===== config.mk =====
export PLATFORM = sky130hd
export DESIGN_NAME = vga_timing_gen_flat
export DESIGN_NICKNAME = d
export VERILOG_FILES = /design/src/rtl/vga_timing_pkg.sv /design/src/rtl/vga_timing_gen_if.sv /design/src/rtl/vga_timing_gen_sync_delay_line.sv /design/src/rtl/vga_timing_gen.sv /design/src/flat_wrapper.sv
export SDC_FILE = /design/constraint.sdc
export NUM_CORES = 1
export LEC_CHECK = 0
export ABC_AREA = 1
export CAP_MARGIN = 20
export CORE_MARGIN = 2
export CORE_UTILIZATION = 42
export CTS_CLUSTER_DIAMETER = 100
export DETAILED_ROUTE_END_ITERATION = 10
export HOLD_SLACK_MARGIN = 0.1
export PLACE_DENSITY = 0.65
export SLEW_MARGIN = 25
export SYNTH_ARGS = -nofsm -noshare
export SYNTH_HDL_FRONTEND = slang
export SYNTH_SLANG_ARGS = --single-unit
export TNS_END_PERCENT = 10

===== constraint.sdc =====
create_clock -name vga_clk -period 5.25 [get_ports vga_clk]
set_input_delay 0.7875 -clock vga_clk [delete_from_list [all_inputs] [get_ports vga_clk]]
set_output_delay 0.7875 -clock vga_clk [all_outputs]
set_load 0.05 [all_outputs]

===== src/rtl/vga_timing_pkg.sv =====
// Shared raster timing constants, coordinate type and range helper.
package vga_timing_pkg;

    localparam int COORD_W = 10;
    typedef logic [COORD_W-1:0] coord_t;

    // 640x480@60 defaults
    localparam int DEF_H_VISIBLE  = 640;
    localparam int DEF_H_FRONT    = 16;
    localparam int DEF_H_SYNC     = 96;
    localparam int DEF_H_BACK     = 48;
    localparam int DEF_V_VISIBLE  = 480;
    localparam int DEF_V_FRONT    = 10;
    localparam int DEF_V_SYNC     = 2;
    localparam int DEF_V_BACK     = 33;
    localparam int DEF_SYNC_DELAY = 1;

    localparam int DEF_H_TOTAL  = DEF_H_VISIBLE + DEF_H_FRONT + DEF_H_SYNC + DEF_H_BACK;
    localparam int DEF_V_TOTAL  = DEF_V_VISIBLE + DEF_V_FRONT + DEF_V_SYNC + DEF_V_BACK;
    localparam int DEF_HS_START = DEF_H_VISIBLE + DEF_H_FRONT;
    localparam int DEF_HS_END   = DEF_HS_START + DEF_H_SYNC;   // exclusive
    localparam int DEF_VS_START = DEF_V_VISIBLE + DEF_V_FRONT;
    localparam int DEF_VS_END   = DEF_VS_START + DEF_V_SYNC;   // exclusive

    // lo <= v < hi
    function automatic logic in_range(coord_t v, coord_t lo, coord_t hi);
        return (v >= lo) && (v < hi);
    endfunction

endpackage


===== src/rtl/vga_timing_gen_if.sv =====
// Pixel-coordinate bus from the timing source to the sprite/ROM renderers.
interface vga_timing_gen_if;
    import vga_timing_pkg::*;

    coord_t DrawX;
    coord_t DrawY;
    logic   blank;
    logic   hs;
    logic   vs;
    logic   sync;
    logic   frame_start;
    logic   line_start;

    modport master (output DrawX, DrawY, blank, hs, vs, sync, frame_start, line_start);
    modport slave  (input  DrawX, DrawY, blank, hs, vs, sync, frame_start, line_start);
endinterface


===== src/rtl/vga_timing_gen_sync_delay_line.sv =====
// Free-running shift register with all-ones reset; DEPTH=0 is a wire.
module sync_delay_line #(
    parameter int WIDTH = 2,
    parameter int DEPTH = 1
) (
    input  logic             clk,
    input  logic             reset_n,
    input  logic [WIDTH-1:0] d,
    output logic [WIDTH-1:0] q
);

    if (DEPTH == 0) begin : g_bypass
        wire unused_ok = &{1'b0, clk, reset_n};
        assign q = d;
    end else begin : g_shift
        logic [DEPTH-1:0][WIDTH-1:0] stage_d, stage_q;

        // shift one stage per clock; stage 0 takes the input
        always_comb begin
            stage_d[0] = d;
            for (int i = 1; i < DEPTH; i++) stage_d[i] = stage_q[i-1];
        end

        // reset fills with inactive (high) sync so no stale pulse leaks out
        always_ff @(posedge clk) begin
            if (!reset_n) stage_q <= '1;
            else          stage_q <= stage_d;
        end

        assign q = stage_q[DEPTH-1];
    end

endmodule


===== src/rtl/vga_timing_gen.sv =====
// Raster position counters plus blank/sync/pulse decode for one display.
module vga_timing_gen
    import vga_timing_pkg::*;
#(
    parameter int H_VISIBLE  = DEF_H_VISIBLE,
    parameter int H_FRONT    = DEF_H_FRONT,
    parameter int H_SYNC     = DEF_H_SYNC,
    parameter int H_BACK     = DEF_H_BACK,
    parameter int V_VISIBLE  = DEF_V_VISIBLE,
    parameter int V_FRONT    = DEF_V_FRONT,
    parameter int V_SYNC     = DEF_V_SYNC,
    parameter int V_BACK     = DEF_V_BACK,
    parameter int SYNC_DELAY = DEF_SYNC_DELAY
) (
    input  logic              vga_clk,
    input  logic              reset_n,
    input  logic              pix_ce,
    vga_timing_gen_if.master  vif
);

    localparam int H_TOTAL = H_VISIBLE + H_FRONT + H_SYNC + H_BACK;
    localparam int V_TOTAL = V_VISIBLE + V_FRONT + V_SYNC + V_BACK;

    if (H_TOTAL > 1024) begin : g_err_h
        $error("H_TOTAL does not fit the 10-bit column counter");
    end
    if (V_TOTAL > 1024) begin : g_err_v
        $error("V_TOTAL does not fit the 10-bit row counter");
    end
    if (SYNC_DELAY > 4 || SYNC_DELAY < 0) begin : g_err_d
        $error("SYNC_DELAY must be 0..4");
    end

    localparam coord_t H_LAST   = coord_t'(H_TOTAL - 1);
    localparam coord_t V_LAST   = coord_t'(V_TOTAL - 1);
    localparam coord_t H_VIS    = coord_t'(H_VISIBLE);
    localparam coord_t V_VIS    = coord_t'(V_VISIBLE);
    localparam coord_t HS_START = coord_t'(H_VISIBLE + H_FRONT);
    localparam coord_t HS_END   = coord_t'(H_VISIBLE + H_FRONT + H_SYNC);
    localparam coord_t VS_START = coord_t'(V_VISIBLE + V_FRONT);
    localparam coord_t VS_END   = coord_t'(V_VISIBLE + V_FRONT + V_SYNC);

    coord_t hc_d, hc_q, vc_d, vc_q;
    coord_t hc_nx, vc_nx;
    logic   blank_d, blank_q;
    logic   hs_raw_d, hs_raw_q;
    logic   vs_raw_d, vs_raw_q;
    logic   frame_start_d, frame_start_q;
    logic   line_start_d, line_start_q;
    logic [1:0] sync_dly;

    // advance position and decode flags from the position being entered
    always_comb begin
        hc_d          = hc_q;
        vc_d          = vc_q;
        blank_d       = blank_q;
        hs_raw_d      = hs_raw_q;
        vs_raw_d      = vs_raw_q;
        frame_start_d = 1'b0;
        line_start_d  = 1'b0;

        hc_nx = (hc_q == H_LAST) ? '0 : hc_q + coord_t'(1);
        vc_nx = vc_q;
        if (hc_q == H_LAST) vc_nx = (vc_q == V_LAST) ? '0 : vc_q + coord_t'(1);

        if (pix_ce) begin
            hc_d          = hc_nx;
            vc_d          = vc_nx;
            blank_d       = (hc_nx < H_VIS) && (vc_nx < V_VIS);
            hs_raw_d      = !in_range(hc_nx, HS_START, HS_END);
            vs_raw_d      = !in_range(vc_nx, VS_START, VS_END);
            line_start_d  = (hc_nx == '0);
            frame_start_d = (hc_nx == '0) && (vc_nx == '0);
        end
    end

    // state register; reset parks at the last pixel so the first enable wraps to (0,0)
    always_ff @(posedge vga_clk) begin
        if (!reset_n) begin
            hc_q          <= H_LAST;
            vc_q          <= V_LAST;
            blank_q       <= 1'b0;
            hs_raw_q      <= 1'b1;
            vs_raw_q      <= 1'b1;
            frame_start_q <= 1'b0;
            line_start_q  <= 1'b0;
        end else begin
            hc_q          <= hc_d;
            vc_q          <= vc_d;
            blank_q       <= blank_d;
            hs_raw_q      <= hs_raw_d;
            vs_raw_q      <= vs_raw_d;
            frame_start_q <= frame_start_d;
            line_start_q  <= line_start_d;
        end
    end

    // syncs lag by the renderers' colour register; blank stays aligned with DrawX/DrawY
    sync_delay_line #(.WIDTH(2), .DEPTH(SYNC_DELAY)) u_sync_dly (
        .clk     (vga_clk),
        .reset_n (reset_n),
        .d       ({hs_raw_q, vs_raw_q}),
        .q       (sync_dly)
    );

    assign vif.DrawX       = hc_q;
    assign vif.DrawY       = vc_q;
    assign vif.blank       = blank_q;
    assign vif.hs          = sync_dly[1];
    assign vif.vs          = sync_dly[0];
    assign vif.sync        = 1'b0;
    assign vif.frame_start = frame_start_q;
    assign vif.line_start  = line_start_q;

endmodule

===== src/flat_wrapper.sv =====
// flat-port wrapper written by rule: the top's interface ports become plain ports
module vga_timing_gen_flat import vga_timing_pkg::*;
#(
    parameter int H_VISIBLE  = DEF_H_VISIBLE,
    parameter int H_FRONT    = DEF_H_FRONT,
    parameter int H_SYNC     = DEF_H_SYNC,
    parameter int H_BACK     = DEF_H_BACK,
    parameter int V_VISIBLE  = DEF_V_VISIBLE,
    parameter int V_FRONT    = DEF_V_FRONT,
    parameter int V_SYNC     = DEF_V_SYNC,
    parameter int V_BACK     = DEF_V_BACK,
    parameter int SYNC_DELAY = DEF_SYNC_DELAY
)
  (vga_clk, reset_n, pix_ce, vif_DrawX, vif_DrawY, vif_blank, vif_hs, vif_vs, vif_sync, vif_frame_start, vif_line_start);
  vga_timing_gen_if vif_i ();
  input  logic vga_clk;
  input  logic reset_n;
  input  logic pix_ce;
  output wire logic [$bits(vif_i.DrawX)-1:0] vif_DrawX;
  output wire logic [$bits(vif_i.DrawY)-1:0] vif_DrawY;
  output wire logic [$bits(vif_i.blank)-1:0] vif_blank;
  output wire logic [$bits(vif_i.hs)-1:0] vif_hs;
  output wire logic [$bits(vif_i.vs)-1:0] vif_vs;
  output wire logic [$bits(vif_i.sync)-1:0] vif_sync;
  output wire logic [$bits(vif_i.frame_start)-1:0] vif_frame_start;
  output wire logic [$bits(vif_i.line_start)-1:0] vif_line_start;
  assign vif_DrawX = vif_i.DrawX;
  assign vif_DrawY = vif_i.DrawY;
  assign vif_blank = vif_i.blank;
  assign vif_hs = vif_i.hs;
  assign vif_vs = vif_i.vs;
  assign vif_sync = vif_i.sync;
  assign vif_frame_start = vif_i.frame_start;
  assign vif_line_start = vif_i.line_start;
  vga_timing_gen #(.H_VISIBLE(H_VISIBLE), .H_FRONT(H_FRONT), .H_SYNC(H_SYNC), .H_BACK(H_BACK), .V_VISIBLE(V_VISIBLE), .V_FRONT(V_FRONT), .V_SYNC(V_SYNC), .V_BACK(V_BACK), .SYNC_DELAY(SYNC_DELAY)) u_core (.vga_clk(vga_clk), .reset_n(reset_n), .pix_ce(pix_ce), .vif(vif_i));
endmodule

==> impl_metrics.ini <==
[outcome]
status = finished clean

[sta]
max_freq_mhz = 346
slew_violations = 0
slew_headroom_pct = 53.5
hold_violations = 0
setup_violations = 0
setup_ws_ns = 2.36
finalCritPeriodShare_pct = 55.1
fin_tns_setup_ns = 0
whs_ns = 0.448
min_period_ns = 2.89
rsz0062_at_grt = no
worst_pin_slew_ns = 0.694
fin_skew_ns = 0.00444

[logic_synthesis]
synth_area_leaders = dfxtp_1 31%, nand2_1 16%, inv_1 9.1%, nor2_1 8.6%, nand3_1 5.8%
yosys_warnings = 0
synth_edf_count = 0
synthesis.area_mm2 = 0.00174
synth.most_common_cell = nand2_1
ys_top_cells_by_count = 76 x nand2_1, 42 x inv_1, 40 x nor2_1
synthFlopType = dfxtp_1
synth_top_area_share_pct = 31.1
yosysTopAreaCell = dfxtp_1
synth-seq-cells = 27
synth_fp_nets = 292
avgSynthCellArea_um2 = 6.08
synthCells = 286
synthArstFlopShare_pct = 0
ys_types = 32
seq_area_frac_synth_pct = 31.1

[floorplanning]
rows = 23
die_w_um = 68.3
core_mm2 = 0.00400
die-area_mm2 = 0.00467
ios = 29
die_height_um = 68.3
start_util_pct = 43.4

[hold_path]
hold_path_class = reg2reg
min_from = u_core.vs_raw_q$_SDFFE_PN1P_
whs_path_depth = 1
whs_endpoint = u_core.u_sync_dly.q[0]$_SDFF_PN1_

[routing]
drtAntennaViolNets = 0
dr.pass1.iters = 4
vias = 1760
first_iter_violations = 102
drc = 0
vias_per_cell = 4.90
wl_per_cell_um = 11.9
wl_mm = 4.27

[layout]
final_nets = 316
syn_to_final_growth_pct = 19.7
drive_gt1_share_pct = 5.83
num_antenna_cells = 0
stdcell_count = 359

[power_and_ir_drop]
ir_worst_vdd_mv = 0.129
p_total_mw = 0.548
intPower_mw = 0.330
comb_power_share_pct = 35.1
p_seq_share_pct = 43.6
p_leak_nw = 1.02
power_density_mw_per_mm2 = 263
p_sw_share_pct = 39.8
pwr-share-clk_pct = 21.2
power.switching_mw = 0.218

[clocking]
holdBufCountCts = 0
cts_root_buf = clkbuf_8
cts_resized = 0
cts_buffer_depth = 2
cts_tree = done
cts.clk_slew.worst_paths_ns = 0.09
cts_buffers = 3
cts_max_level = 1
cts_setup_buffers = 0
clock-sinks = 27
clock_latency_ns = 0.27

[global_routing]
grt_remaining_overflow = 0
grt_busiest_layer = met2
grt_first_pass_wirelength_mm = 6.71
grt_use_met1_pct = 25.4
met2_usage_pct = 33.5
antenna_found_initial = 0
first_global_vias = 1469
grt_use_total_pct = 19.3
gr-usage-met3_pct = 2.14
grt_max_degree = 28

[placement]
dp_hpwl_mm = 3.32
dp_slack_ns = 2.08
portBuffers = 27
routabilityCongestion = 0.856
place_inst = 355

[critical_path]
r2r_slack_ns = 3.20
worstSetupPathType = in2reg
cp.arrival_ns = 3.11
worstPathMaxFanout = 27
reg2reg_from = u_core.vif.DrawX[0]$_SDFFE_PN1P_
endpoint_kind = flop
r2r_cells = 12
start_kind = input port
required_ns = 5.46
r2r_end = u_core.vs_raw_q$_SDFFE_PN1P_

[run]
max_cap_violations = 0
[metal layers]
| layer | up-vias | part of all wire (%) |
|---|---|---|
| li1 | 954 | - |
| met4 | 0 | 0.87 |
| met1 | 759 | 49 |
| met2 | 43 | 46 |
| met3 | 4 | 3.3 |
| met5 | - | 0 |
[how the worst max path moves through the flow]
stage / start / to / slack [ns] / cells past startpoint
CTS: pix_ce / u_core.vif.frame_start$_SDFF_PN0_ / 2.38 / 7
global route: pix_ce / u_core.vif.frame_start$_SDFF_PN0_ / 2.10 / 7
floorplan: u_core.vif.DrawX[0]$_SDFFE_PN1P_ / u_core.vs_raw_q$_SDFFE_PN1P_ / 3.16 / 12
finish: pix_ce / u_core.vif.frame_start$_SDFF_PN0_ / 2.36 / 7
detailed placement: pix_ce / u_core.vif.frame_start$_SDFF_PN0_ / 2.08 / 7
global placement: pix_ce / u_core.vif.frame_start$_SDFF_PN0_ / 2.16 / 7
[sequential cells by signal (all words and copies together), names as in the netlist]
name                    flops
u_core.vif.DrawX           10
u_core.vif.DrawY           10
u_core.u_sync_dly.q         2
u_core.hs_raw_q             1
u_core.vif.blank            1
u_core.vif.frame_start      1
u_core.vif.line_start       1
u_core.vs_raw_q             1
[worst max-delay path, stage by stage]
cell,delay [ns]
clkdlybuf4s50_1,0.85
clkinv_1,0.75
nor2_2,0.31
nand3_1,0.10
nor3_2,0.14
nand2_1,0.07
nor2_1,0.09
[per-stage QoR]
step,cell area (um2),utilization [%]
3_5_place_dp,2030,50.9
2_1_floorplan,1740,-
5_1_grt,2080,52.0
6_report,2080,52.0
4_1_cts,2080,52.0
3_3_place_gp,2030,50.9
[power by group through the flow]
| stage | Sequential [mW] | Combinational, mW | Clock (mW) |
|---|---|---|---|
| final | 0.239 | 0.193 | 0.116 |
| after global routing | 0.241 | 0.210 | 0.128 |
| after CTS | 0.239 | 0.192 | 0.121 |
| after detailed placement | 0.243 | 0.191 | 0 |
| after global placement | 0.244 | 0.191 | 0 |
| after floorplan | 0.283 | 0.100 | 0 |
[cell families after synthesis]
| kind of cell | share of synthesized area [%] |
|---|---|
| AO/OA/AOI/OAI | 13.0 |
| AND/OR/NAND/NOR | 40.7 |
| buffers and inverters | 11.9 |
| adder cells (fa/ha/maj) | 2.16 |
| flip-flops | 31.1 |
| XOR/XNOR | 1.01 |
| other | 0.216 |
[layout by cell type, fill, tap and decap left out]
master	synthesis	final
nand2_1	76	76
a21oi_1	15	15
nand4_2	1	1
inv_2	1	1
o21ai_0	18	18
a31oi_1	1	1
nand2_2	1	1
xor2_1	2	2
conb_1	1	1
clkinv_1	1	1
nand4_1	7	7
nor2_1	40	40
clkbuf_8	0	3
clkdlybuf4s50_1	0	27
inv_1	42	42
o311ai_0	1	1
nand3_1	20	20
nor3_1	3	3
o211ai_1	4	4
ha_1	3	3
nand3b_1	1	1
nand3_4	1	1
or2_2	2	2
o31ai_1	1	1
nor2_4	1	1
nor3_2	2	2
nor2_2	4	4
clkinv_2	1	2
a211oi_1	1	1
dfxtp_1	27	27
[cell type report]
type	instances	area [um2]
Clock buffer	3	41.3
Sequential cell	27	541
Multi-Input combinational cell	206	991
Inverter	45	170
Fill cell	421	1920
Tap cell	50	62.6
Clock inverter	1	5.00
Timing Repair Buffer	27	270
Note: power is estimated with default switching activity, not from simulation.
